$ cat src/rtl/divider_pkg.sv
// rtl/divider_pkg.sv - shared types for the restoring divider
package divider_pkg;

   typedef enum logic [1:0] {IDLE, RUN, DONE} div_state_t;

endpackage

$ cat src/rtl/restoring_divider_if.sv
// rtl/restoring_divider_if.sv - operand load / start / result bundle of the restoring divider
interface restoring_divider_if #(
   parameter int DATA_WIDTH = 8
) ();

   logic                  EA;
   logic                  EB;
   logic                  start;
   logic [DATA_WIDTH-1:0] A_in;
   logic [DATA_WIDTH-1:0] B_in;
   logic [DATA_WIDTH-1:0] Q_out;
   logic [DATA_WIDTH-1:0] R_out;
   logic                  QR_valid;
   logic                  busy;
   logic                  div_by_zero;

   modport master (
      output EA, EB, start, A_in, B_in,
      input  Q_out, R_out, QR_valid, busy, div_by_zero
   );

   modport slave (
      input  EA, EB, start, A_in, B_in,
      output Q_out, R_out, QR_valid, busy, div_by_zero
   );

endinterface

$ cat src/rtl/restoring_divider_div_step.sv
// rtl/restoring_divider_div_step.sv - one combinational restoring iteration (shift in MSB, trial subtract)
module div_step #(
   parameter int DATA_WIDTH = 8
) (
   input  logic [DATA_WIDTH-1:0] rem,
   input  logic [DATA_WIDTH-1:0] quo,
   input  logic [DATA_WIDTH-1:0] dvs,
   output logic [DATA_WIDTH-1:0] rem_next,
   output logic [DATA_WIDTH-1:0] quo_next
);

   logic [DATA_WIDTH:0]   w_s;
   logic [DATA_WIDTH+1:0] w_d;
   logic                  w_fits;

   assign w_s = {rem, quo[DATA_WIDTH-1]};
   assign w_d = {1'b0, w_s} - {2'b00, dvs};
   // rem < dvs always holds, so a non-negative difference never reaches bit DATA_WIDTH
   assign w_fits = (w_d[DATA_WIDTH+1:DATA_WIDTH] == 2'b00);

   always_comb begin
      if (w_fits) begin
         rem_next = w_d[DATA_WIDTH-1:0];
         quo_next = {quo[DATA_WIDTH-2:0], 1'b1};
      end else begin
         rem_next = w_s[DATA_WIDTH-1:0];
         quo_next = {quo[DATA_WIDTH-2:0], 1'b0};
      end
   end

endmodule

$ cat src/rtl/restoring_divider.sv
// rtl/restoring_divider.sv - iterative unsigned restoring divider, one quotient bit per clock
module restoring_divider
   import divider_pkg::*;
#(
   parameter int DATA_WIDTH = 8
) (
   input logic                clk,
   input logic                rst,
   restoring_divider_if.slave bus
);

   localparam int CW = (DATA_WIDTH > 2) ? $clog2(DATA_WIDTH) : 1;
   localparam logic [CW-1:0] LAST_CNT = CW'(DATA_WIDTH - 1);

   div_state_t            r_state;
   div_state_t            w_state_next;

   logic [DATA_WIDTH-1:0] r_a;
   logic [DATA_WIDTH-1:0] r_b;
   logic [DATA_WIDTH-1:0] r_rem;
   logic [DATA_WIDTH-1:0] r_quo;
   logic [DATA_WIDTH-1:0] r_dvs;
   logic [CW-1:0]         r_cnt;
   logic [DATA_WIDTH-1:0] r_q;
   logic [DATA_WIDTH-1:0] r_r;
   logic                  r_valid;
   logic                  r_dbz;

   logic [DATA_WIDTH-1:0] w_rem_next;
   logic [DATA_WIDTH-1:0] w_quo_next;
   logic                  w_load;
   logic                  w_dbz_load;
   logic                  w_step;
   logic                  w_finish;
   logic                  w_dbz_finish;

   div_step #(.DATA_WIDTH(DATA_WIDTH)) u_step (
      .rem      (r_rem),
      .quo      (r_quo),
      .dvs      (r_dvs),
      .rem_next (w_rem_next),
      .quo_next (w_quo_next)
   );

   always_ff @(posedge clk or posedge rst) begin
      if (rst) r_state <= IDLE;
      else     r_state <= w_state_next;
   end

   always_comb begin
      w_state_next = r_state;
      w_load       = 1'b0;
      w_dbz_load   = 1'b0;
      w_step       = 1'b0;
      w_finish     = 1'b0;
      w_dbz_finish = 1'b0;
      case (r_state)
         IDLE: begin
            if (bus.start) begin
               if (r_b != '0) begin
                  w_load       = 1'b1;
                  w_state_next = RUN;
               end else begin
                  w_dbz_load   = 1'b1;
                  w_state_next = DONE;
               end
            end
         end
         RUN: begin
            w_step = 1'b1;
            if (r_cnt == LAST_CNT) begin
               w_finish     = 1'b1;
               w_state_next = IDLE;
            end
         end
         DONE: begin
            w_dbz_finish = 1'b1;
            w_state_next = IDLE;
         end
         default: w_state_next = IDLE;
      endcase
   end

   // Working copies (r_rem/r_quo/r_dvs) decouple an in-flight division from later EA/EB loads
   always_ff @(posedge clk or posedge rst) begin
      if (rst) begin
         r_a     <= '0;
         r_b     <= '0;
         r_rem   <= '0;
         r_quo   <= '0;
         r_dvs   <= '0;
         r_cnt   <= '0;
         r_q     <= '0;
         r_r     <= '0;
         r_valid <= 1'b0;
         r_dbz   <= 1'b0;
      end else begin
         r_valid <= 1'b0;
         if (bus.EA) r_a <= bus.A_in;
         if (bus.EB) r_b <= bus.B_in;
         if (w_load) begin
            r_rem <= '0;
            r_quo <= r_a;
            r_dvs <= r_b;
            r_cnt <= '0;
         end
         if (w_dbz_load) begin
            r_rem <= r_a;
            r_quo <= '1;
         end
         if (w_step) begin
            r_rem <= w_rem_next;
            r_quo <= w_quo_next;
            r_cnt <= r_cnt + 1'b1;
         end
         if (w_finish) begin
            r_q     <= w_quo_next;
            r_r     <= w_rem_next;
            r_dbz   <= 1'b0;
            r_valid <= 1'b1;
         end
         if (w_dbz_finish) begin
            r_q     <= r_quo;
            r_r     <= r_rem;
            r_dbz   <= 1'b1;
            r_valid <= 1'b1;
         end
      end
   end

   assign bus.Q_out       = r_q;
   assign bus.R_out       = r_r;
   assign bus.QR_valid    = r_valid;
   assign bus.div_by_zero = r_dbz;
   assign bus.busy        = (r_state != IDLE);

endmodule
$ cat src/flat_wrapper.sv
// flat-port wrapper written by rule: the top's interface ports become plain ports
module restoring_divider_flat import divider_pkg::*;
#(
   parameter int DATA_WIDTH = 8
)
  (clk, rst, bus_EA, bus_EB, bus_start, bus_A_in, bus_B_in, bus_Q_out, bus_R_out, bus_QR_valid, bus_busy, bus_div_by_zero);
  restoring_divider_if #(.DATA_WIDTH(DATA_WIDTH)) bus_i ();
  input logic clk;
  input logic rst;
  input wire logic [$bits(bus_i.EA)-1:0] bus_EA;
  input wire logic [$bits(bus_i.EB)-1:0] bus_EB;
  input wire logic [$bits(bus_i.start)-1:0] bus_start;
  input wire logic [$bits(bus_i.A_in)-1:0] bus_A_in;
  input wire logic [$bits(bus_i.B_in)-1:0] bus_B_in;
  output wire logic [$bits(bus_i.Q_out)-1:0] bus_Q_out;
  output wire logic [$bits(bus_i.R_out)-1:0] bus_R_out;
  output wire logic [$bits(bus_i.QR_valid)-1:0] bus_QR_valid;
  output wire logic [$bits(bus_i.busy)-1:0] bus_busy;
  output wire logic [$bits(bus_i.div_by_zero)-1:0] bus_div_by_zero;
  assign bus_i.EA = bus_EA;
  assign bus_i.EB = bus_EB;
  assign bus_i.start = bus_start;
  assign bus_i.A_in = bus_A_in;
  assign bus_i.B_in = bus_B_in;
  assign bus_Q_out = bus_i.Q_out;
  assign bus_R_out = bus_i.R_out;
  assign bus_QR_valid = bus_i.QR_valid;
  assign bus_busy = bus_i.busy;
  assign bus_div_by_zero = bus_i.div_by_zero;
  restoring_divider #(.DATA_WIDTH(DATA_WIDTH)) u_core (.clk(clk), .rst(rst), .bus(bus_i));
endmodule
$ cat config.mk
export PLATFORM = sky130hd
export DESIGN_NAME = restoring_divider_flat
export DESIGN_NICKNAME = d
export VERILOG_FILES = /design/src/rtl/divider_pkg.sv /design/src/rtl/restoring_divider_if.sv /design/src/rtl/restoring_divider_div_step.sv /design/src/rtl/restoring_divider.sv /design/src/flat_wrapper.sv
export SDC_FILE = /design/constraint.sdc
export NUM_CORES = 1
export LEC_CHECK = 0
export BUFFER_PORTS_ARGS = -buffer_cell sky130_fd_sc_hd__buf_2
export CORE_MARGIN = 10
export CORE_UTILIZATION = 60
export DETAILED_ROUTE_END_ITERATION = 12
export PLACE_DENSITY = 0.82
export SLEW_MARGIN = 20
export SYNTH_ARGS = -nofsm -noshare
export SYNTH_HDL_FRONTEND = slang
export SYNTH_SLANG_ARGS = --single-unit
export TNS_END_PERCENT = 5
$ cat constraint.sdc
create_clock -name clk -period 4.67 [get_ports clk]
set_input_delay 0.467 -clock clk [delete_from_list [all_inputs] [get_ports clk]]
set_output_delay 0.467 -clock clk [all_outputs]
set_load 0.005 [all_outputs]
==> results of run 1 <==
## area by class of cell
cell class,count,area [µm²]
fill,386,1490
timing repair buffer,40,203
multi-input combinational,229,1430
inverter,16,60.1
clock inverter,3,65.1
clock buffer,12,165
sequential,63,1580
tap,70,87.6
## how the worst min path moves through the flow
stage / start / endpoint / depth (start not counted)
final: rst / u_core.r_rem[1] / 3
after global routing: bus_A_in[3] / u_core.r_a[3] / 2
after CTS: bus_A_in[1] / u_core.r_a[1] / 2
after detailed placement: u_core.bus.div_by_zero / u_core.bus.div_by_zero / 2
after global placement: u_core.bus.div_by_zero / u_core.bus.div_by_zero / 2
after floorplan: u_core.r_dvs[0] / u_core.r_dvs[0] / 2
## cell families after synthesis
group / Yosys count
adders and majority gates: 11
and+or+nand+nor: 107
xor gates and xnor gates: 6
buffers and inverters: 31
AOI/OAI and AO/OA: 84
muxes: 21
DFF: 63
## state kept, by name, summed over array words and instances, names as in the netlist, 3 cells and up
signal / cells
u_core.r_quo: 8
u_core.r_dvs: 8
u_core.r_a: 8
u_core.bus.R_out: 8
u_core.bus.Q_out: 8
u_core.r_cnt: 3
u_core.r_b: 8
u_core.r_rem: 8
## worst max-delay path, stage by stage (launching register included)
cell and delay [ps]:
dfrtp_1 410, inv_1 70, ha_1 140, inv_1 50
fa_1 420, a211oi_2 250, o211ai_2 140, a311oi_2 310
or2_1 420, mux2i_1 340, o21ai_1 100
## per-stage QoR
| step | cell area [µm²] | worst slack, ps |
|---|---|---|
| after floorplan | 3130 | 2290 |
| after global placement | 3350 | 2000 |
| after detailed placement | 3350 | 1910 |
| after CTS | 3580 | 1860 |
| after global routing | 3580 | 1650 |
| final | 3580 | 1860 |
## layer usage
layer	GRT usage [%]	vias up
li1	-	1197
met3	4.97	20
met5	0	-
met1	21.7	1165
met2	25.8	112
met4	9.64	0
## cell usage in the layout (no fill, tap or decap), types with 3 or more instances in the layout
master	n
nand2b_1	4
o21ai_0	25
inv_1	14
mux2i_1	5
xnor2_1	5
ha_1	10
o211ai_1	3
mux2_2	16
a22oi_1	8
buf_2	39
clkbuf_8	12
nor2_1	12
nand3_1	6
dfrtp_1	63
a31oi_1	7
and3_1	7
a21oi_1	20
nand2_1	64
o21ai_1	6
## power by group through the flow
stage	Sequential [mW]	Clock, mW	Combinational (mW)
CTS	0.922	0.541	1.30
floorplan	0.881	0	1.02
finish	0.927	0.537	1.30
global route	0.954	0.564	1.47
global placement	0.920	0	1.24
detailed placement	0.929	0	1.29
==> flow_metrics.env, run 1 <==
export IMPL_syn_area_mm2=0.00313
export IMPL_route_met2_wl_um=3130
export IMPL_yosys_warnings=0
export IMPL_topRoutingLayerUsed="met4"
export IMPL_synthAdderAreaFrac_pct=4.64
export IMPL_grt_usage_pct=17.2
export IMPL_wl_met3_um=583
export IMPL_cap_violations=0
export IMPL_rows=26
export IMPL_via_per_inst=5.76
export IMPL_clk_pin_slew_ps=70
export IMPL_die_h_um=92.2
export IMPL_die_w_um=92.2
export IMPL_dieArea_mm2=0.00850
export IMPL_synth_most_common_cell="nand2_1"
export IMPL_synth_top_family_by_area="compound AO/OA/AOI/OAI gates"
export IMPL_timing_critical_path_from="u_core.r_quo[7]"
export IMPL_rsz0062_at_grt="no"
export IMPL_cts_sink_count=63
export IMPL_hold_path_class="in2async"
export IMPL_critPathCapture="u_core.r_rem[4]"
export IMPL_synthMuxAreaShare_pct=7.36
export IMPL_whs_ps=342
export IMPL_reg2reg_depth=10
export IMPL_drc=0
export IMPL_grt_pass1_wl_um=11800
export IMPL_p_int_mw=1.67
export IMPL_syn_nets=355
export IMPL_worst_pin_slew_ps=889
export IMPL_synthXorXnorAreaFrac_pct=1.68
export IMPL_wirelength_um=7030
export IMPL_synth_compound_area_share_pct=16.7
export IMPL_fin_util_pct=70.6
export IMPL_period_needed_ps=2810
export IMPL_setup_violations_final=0
export IMPL_drive_above_1_share_pct=22.6
export IMPL_p_switching_mw=1.10
export IMPL_finalHoldViolCount=0
export IMPL_wirelength_met1_um=3120
export IMPL_clkLatencyLatePin_ps=340
export IMPL_vias=2494
export IMPL_ir_worst_vdd_mv=0.361
export IMPL_slew_viol_final=0
export IMPL_fmax_ghz=0.355
export IMPL_cts_resized_gates=0
export IMPL_synth_avg_cell_area_um2=9.68
export IMPL_grt_max_degree=64
export IMPL_drt_initial_drc_count=222
export IMPL_numPortBuffers=39
export IMPL_antenna_cells=0
export IMPL_pwr_share_clk_pct=19.4
export IMPL_post_cts_buffers=0
export IMPL_dp_cells=418
export IMPL_holdBufCountCts=0
export IMPL_worstPathMaxFanout=9
export IMPL_cts_buffers=9
export IMPL_fin_crit_sh_pct=60.3
export IMPL_hpwlAfterDp_um=5130
export IMPL_antenna_found_initial=0
export IMPL_ant_nets=0
export IMPL_fin_skew_ps=7.22
export IMPL_clockBufferDepth=2
export IMPL_fin_cells=433
export IMPL_yosys_top_cells_count="nand2_1, dfrtp_1, o21ai_0, a21oi_1, mux2_2"
export IMPL_ys_ff_latch=63
export IMPL_outcome="completed"
export IMPL_first_pass_iters=4
export IMPL_tns_ps=0
export IMPL_synth_top_area_share_pct=50.4
export IMPL_worstSetupPathType="reg2reg"
export IMPL_syn2layout_area_growth_pct=14.6
export IMPL_relSlewSlack_pct=40.8
export IMPL_grt_overflow_total=0
export IMPL_synth_edf_count=0
export IMPL_io_pins=40
export IMPL_ys_seq_area_share_pct=50.4
export IMPL_power_total_mw=2.77
export IMPL_core_mm2=0.00507
export IMPL_yosys_area_top_type="dfrtp_1"
export IMPL_nNetsFinal=391
export IMPL_rr_endpoint="u_core.r_rem[4]"
export IMPL_synthSimpleGateAreaFrac_pct=15.2
export IMPL_synth_cell_types=45
export IMPL_synth_async_reset_ratio_pct=100
export IMPL_p_leak_nw=1.69
export IMPL_synthTopCellsByArea="dfrtp_1, nand2_1, mux2_2, ha_1, o21ai_0"
export IMPL_crit_path_end_kind="flop"
export IMPL_cts_tree="yes"
export IMPL_arrival_ps=3000
export IMPL_powerDensity_mw_per_mm2=773
export IMPL_combPwrFrac_pct=47.1
export IMPL_startpoint_type="flop"
export IMPL_synth_ff_type="dfrtp_1"
export IMPL_power_frac_seq_pct=33.5
export IMPL_root_buffer="clkbuf_8"
export IMPL_synthCells=323
export IMPL_worstPathRequired_ps=4850
export IMPL_grt_pass1_vias=2451
export IMPL_routabilityCongestion=0.868
export IMPL_htree_levels=3
export IMPL_p_sw_share_pct=39.6
export IMPL_initial_utilization_pct=61.6
export IMPL_reg2reg_slack_ps=1860
export IMPL_drt_wirelength_per_cell_um=16.2
export IMPL_worstReg2RegStart="u_core.r_quo[7]"
Note: power is estimated with default switching activity, not from simulation.
==> run 2: changes to the inputs <==
--- a/config.mk
+++ b/config.mk
@@ -7,9 +7,9 @@
 export LEC_CHECK = 0
 export BUFFER_PORTS_ARGS = -buffer_cell sky130_fd_sc_hd__buf_2
 export CORE_MARGIN = 10
-export CORE_UTILIZATION = 60
+export CORE_UTILIZATION = 52
 export DETAILED_ROUTE_END_ITERATION = 12
-export PLACE_DENSITY = 0.82
+export PLACE_DENSITY = 0.76
 export SLEW_MARGIN = 20
 export SYNTH_ARGS = -nofsm -noshare
 export SYNTH_HDL_FRONTEND = slang
==> constraint.sdc (replaced) <==
create_clock -name clk -period 2.29 [get_ports clk]
set_input_delay 0.229 -clock clk [delete_from_list [all_inputs] [get_ports clk]]
set_output_delay 0.229 -clock clk [all_outputs]
set_load 0.005 [all_outputs]
==> flow_metrics.env, run 2 (same netlist as run 1, synthesis figures left out) <==
export IMPL_core_mm2=0.00589
export IMPL_die_h_um=97.6
export IMPL_fin_skew_ps=5.68
export IMPL_root_buffer="clkbuf_8"
export IMPL_io_pins=40
export IMPL_cts_sink_count=63
export IMPL_grt_pass1_wl_um=12400
export IMPL_worstSetupPathType="reg2reg"
export IMPL_grt_usage_pct=15.6
export IMPL_grt_max_degree=64
export IMPL_cap_violations=0
export IMPL_wirelength_um=7260
export IMPL_worstPathMaxFanout=8
export IMPL_slew_viol_final=0
export IMPL_rr_endpoint="u_core.r_rem[1]"
export IMPL_fill_cells=494
export IMPL_die_w_um=97.6
export IMPL_syn2layout_area_growth_pct=19.5
export IMPL_violations="negative setup slack"
export IMPL_whs_ps=104
export IMPL_reg2reg_slack_ps=-120
export IMPL_period_needed_ps=2410
export IMPL_arrival_ps=2590
export IMPL_antenna_found_initial=0
export IMPL_multiInputGateArea_mm2=0.00144
export IMPL_fmax_ghz=0.416
export IMPL_grt_pass1_vias=2555
export IMPL_relSlewSlack_pct=45.5
export IMPL_via_per_inst=5.50
export IMPL_dpl_cell_area_mm2=0.00352
export IMPL_worstPathRequired_ps=2480
export IMPL_first_pass_iters=4
export IMPL_cts_tree="yes"
export IMPL_setup_slack_ps=-115
export IMPL_drc=0
export IMPL_crit_path_end_kind="flop"
export IMPL_outcome="complete, but fails checks"
export IMPL_numPortBuffers=39
export IMPL_startpoint_type="flop"
export IMPL_holdBufCountCts=0
export IMPL_clockBufferDepth=2
export IMPL_ir_worst_vdd_mv=0.695
export IMPL_worst_pin_slew_ps=817
export IMPL_finalHoldViolCount=0
export IMPL_seqCellArea_mm2=0.00158
export IMPL_fin_crit_sh_pct=105
export IMPL_routabilityCongestion=0.882
export IMPL_drt_wirelength_per_cell_um=15.8
export IMPL_drive_above_1_share_pct=27.8
export IMPL_final_cell_mix="nand2_1, dfrtp_1, buf_2, o21ai_0, buf_4"
export IMPL_rows=28
export IMPL_post_cts_buffers=0
export IMPL_hpwlAfterDp_um=5350
export IMPL_clkLatencyLatePin_ps=330
export IMPL_worstReg2RegStart="u_core.r_quo[7]"
export IMPL_htree_levels=3
export IMPL_tns_ps=-1240
export IMPL_clk_pin_slew_ps=70
export IMPL_nNetsFinal=412
export IMPL_final_common_cell="nand2_1"
export IMPL_drt_initial_drc_count=177
export IMPL_setup_violations_final=15
export IMPL_initial_utilization_pct=53.1
export IMPL_grt_overflow_total=0
export IMPL_vias=2530
export IMPL_design_area_mm2=0.00374
export IMPL_dieArea_mm2=0.00952
export IMPL_p_leak_nw=1.78
export IMPL_antenna_cells=0
export IMPL_cts_buffers=9
export IMPL_reg2reg_depth=10
export IMPL_hold_path_class="in2async"
export IMPL_rsz0062_at_grt="yes"
export IMPL_powerDensity_mw_per_mm2=1580
export IMPL_ant_nets=0
==> run 2: how the worst max path moves through the flow <==
stage / from / to / cells after the start
floorplan: u_core.r_quo[7] / u_core.bus.R_out[1] / 11
global placement: u_core.r_quo[7] / u_core.r_rem[0] / 12
detailed placement: u_core.r_quo[7] / u_core.r_rem[0] / 12
CTS: u_core.r_quo[7] / u_core.r_rem[4] / 10
global route: u_core.r_quo[7] / u_core.r_rem[4] / 10
finish: u_core.r_quo[7] / u_core.r_rem[1] / 10
==> run 2: area by class of cell <==
cell class / instances / area share, %
sequential: 63 / 42.2
multi-input combinational: 229 / 38.5
timing repair buffer: 61 / 9.64
clock buffer: 13 / 4.52
tap: 75 / 2.51
inverter: 16 / 1.61
clock inverter: 3 / 1.07
==> run 2: worst max-delay path: stages (launching register included) <==
cell and delay (ps):
dfrtp_1 380, inv_1 60, ha_1 150, inv_1 50, fa_2 350, a211oi_2 250
o211ai_2 170, a311oi_2 250, or2_4 250, mux2i_1 280, o21ai_1 80
==> run 2: metrics by stage <==
stage / setup WS [ps] / instances / util, % / power (mW)
6_report: -115 / 460 / 63.5 / 5.90
5_1_grt: -261 / 460 / 63.5 / 6.39
4_1_cts: -100 / 460 / 63.5 / 5.87
3_5_place_dp: -255 / 444 / 59.8 / 4.83
3_3_place_gp: -192 / 444 / 59.8 / 4.74
2_1_floorplan: -23.5 / 323 / - / 3.88
==> run 2: per-layer routing <==
layer  global-route usage, %  vias to the layer above  wire length (µm)
met5                       0                        -                 0
met4                    7.38                        0               102
met3                    3.98                        8               493
met2                    22.7                       77              3280
met1                    20.9                     1209              3390
li1                        -                     1236                 -
==> run 2: power by group <==
part | leakage [nW] | total (mW) | internal [mW] | switching (mW)
Combinational | 0.914 | 3.06 | 1.46 | 1.59
Clock | 0.109 | 0.993 | 0.589 | 0.404
Sequential | 0.758 | 1.85 | 1.55 | 0.308
==> run 2: timing repair <==
action | 4_1_cts | 5_1_grt
gates resized for setup | 2 | 2
setup endpoints to repair | 17 | 18
pin swaps | 4 | 2
==> run 3: changes to the inputs <==
--- a/config.mk
+++ b/config.mk
@@ -10,6 +10,7 @@
 export CORE_UTILIZATION = 52
 export DETAILED_ROUTE_END_ITERATION = 12
 export PLACE_DENSITY = 0.76
+export SKIP_LAST_GASP = 1
 export SLEW_MARGIN = 20
 export SYNTH_ARGS = -nofsm -noshare
 export SYNTH_HDL_FRONTEND = slang
==> flow_metrics.env, run 3 (same netlist as run 1, synthesis figures left out) <==
export IMPL_powerDensity_mw_per_mm2=1580
export IMPL_ir_worst_vdd_mv=0.696
export IMPL_finalHoldViolCount=0
export IMPL_worstPathMaxFanout=8
export IMPL_reg2reg_slack_ps=-130
export IMPL_design_area_mm2=0.00374
export IMPL_dieArea_mm2=0.00952
export IMPL_hold_path_class="in2async"
export IMPL_clk_pin_slew_ps=70
export IMPL_root_buffer="clkbuf_8"
export IMPL_whs_ps=98.5
export IMPL_p_switching_mw=2.31
export IMPL_die_h_um=97.6
export IMPL_initial_utilization_pct=53.1
export IMPL_clockBufferDepth=2
export IMPL_htree_levels=3
export IMPL_holdBufCountCts=0
export IMPL_fmax_ghz=0.414
export IMPL_power_frac_seq_pct=31.4
export IMPL_dpl_cell_area_mm2=0.00352
export IMPL_syn2layout_area_growth_pct=19.5
export IMPL_crit_chain="inv_1 > ha_1 > inv_1 > fa_2 > a211oi_2 > o211ai_2 > a311oi_2 > or2_4 > mux2i_2 > o21ai_1"
export IMPL_routabilityCongestion=0.882
export IMPL_fin_skew_ps=6.16
export IMPL_violations="negative setup slack"
export IMPL_crit_path_end_kind="flop"
export IMPL_grt_overflow_total=0
export IMPL_arrival_ps=2600
export IMPL_ant_nets=0
export IMPL_wirelength_um=7290
export IMPL_cts_sink_count=63
export IMPL_cts_buffers=9
export IMPL_relSlewSlack_pct=46.5
export IMPL_final_common_cell="nand2_1"
export IMPL_rsz0062_at_grt="yes"
export IMPL_grt_pass1_wl_um=12400
export IMPL_slew_viol_final=0
export IMPL_cap_violations=0
export IMPL_outcome="complete, but fails checks"
export IMPL_dp_cells=444
export IMPL_fin_cells=460
export IMPL_grt_pass1_vias=2568
export IMPL_tns_ps=-1440
export IMPL_antenna_cells=0
export IMPL_vias=2555
export IMPL_via_per_inst=5.55
export IMPL_p_int_mw=3.60
export IMPL_fill_cells=494
export IMPL_first_pass_iters=4
export IMPL_grt_usage_pct=15.6
export IMPL_pwr_share_clk_pct=17.0
export IMPL_worstPathRequired_ps=2470
export IMPL_worstSetupPathType="reg2reg"
export IMPL_cts_tree="yes"
export IMPL_final_cell_mix="nand2_1, dfrtp_1, buf_2, o21ai_0, buf_4"
export IMPL_hpwlAfterDp_um=5350
export IMPL_power_total_mw=5.91
export IMPL_grt_max_degree=64
export IMPL_nNetsFinal=412
export IMPL_slowest_delay_ps=380
export IMPL_clkLatencyLatePin_ps=340
export IMPL_drt_initial_drc_count=171
export IMPL_core_mm2=0.00589
export IMPL_startpoint_type="flop"
export IMPL_rows=28
export IMPL_fin_crit_sh_pct=106
export IMPL_period_needed_ps=2420
export IMPL_post_cts_buffers=0
export IMPL_p_leak_nw=1.78
export IMPL_setup_violations_final=16
export IMPL_worst_pin_slew_ps=802
export IMPL_p_sw_share_pct=39.1
export IMPL_cp_common_cell="inv_1"
export IMPL_numPortBuffers=39
export IMPL_drc=0
export IMPL_slowest_stage="dfrtp_1"
export IMPL_drt_wirelength_per_cell_um=15.8
export IMPL_die_w_um=97.6
export IMPL_combPwrFrac_pct=51.6
export IMPL_setup_slack_ps=-127
export IMPL_io_pins=40
export IMPL_antenna_found_initial=0
export IMPL_drive_above_1_share_pct=27.8
run 3: changes by cell type in the layout (fill, tap and decap cells not counted):
| cell | previous run | this run |
|---|---|---|
| o21ai_1 | 7 | 6 |
| o21ai_0 | 24 | 25 |
run 3: routing by layer:
layer  global-route usage [%]  wire length (µm)
met1                     20.8              3380
met2                     22.9              3220
met3                     3.98               493
met4                     7.38               192
met5                        0                 0
run 3: worst paths after layout:
kind	from	endpoint	cells past startpoint
max in group asynchronous	rst	u_core.r_dvs[4]	3
worst max-delay path	u_core.r_quo[7]	u_core.r_rem[4]	10
min in group clk	bus_A_in[6]	u_core.r_a[6]	2
worst max register to register	u_core.r_quo[7]	u_core.r_rem[4]	10
worst min-delay path	rst	u_core.bus.div_by_zero	3
worst min register to register	u_core.r_dvs[0]	u_core.r_dvs[0]	2
run 3: timing repair:
action                     CTS  global route
resized for setup            1             2
setup endpoints to repair   17            18
pin swaps                    4             3
run 3: final cells by class:
cell class	instances	area (µm²)	share of cell area, %
multi-input combinational	229	1440	38.5
tap	75	93.8	2.51
clock inverter	3	40.0	1.07
timing repair buffer	61	360	9.64
inverter	16	60.1	1.61
clock buffer	13	169	4.52
sequential	63	1580	42.2
run 3: critical path: cells and delay by family, from the launching register on:
kind	cells	cell delay, ps
simple gates	1	250
buf+inv	2	110
fa+ha+maj	2	490
flops	1	380
mux	1	260
compound gates	4	770
run 3: power groups by stage:
stage          sequential (mW)  combinational (mW)  clock [mW]
6_report                  1.85                3.05        1.00
5_1_grt                   1.91                3.42        1.06
2_1_floorplan             1.80                2.08           0
3_5_place_dp              1.87                2.96           0
3_3_place_gp              1.86                2.88           0
4_1_cts                   1.85                3.00        1.01
run 3: through the flow:
step / utilization [%] / worst slack (ps)
2_1_floorplan: - / -23.5
3_3_place_gp: 59.8 / -192
3_5_place_dp: 59.8 / -255
4_1_cts: 63.4 / -100
5_1_grt: 63.5 / -290
6_report: 63.5 / -127
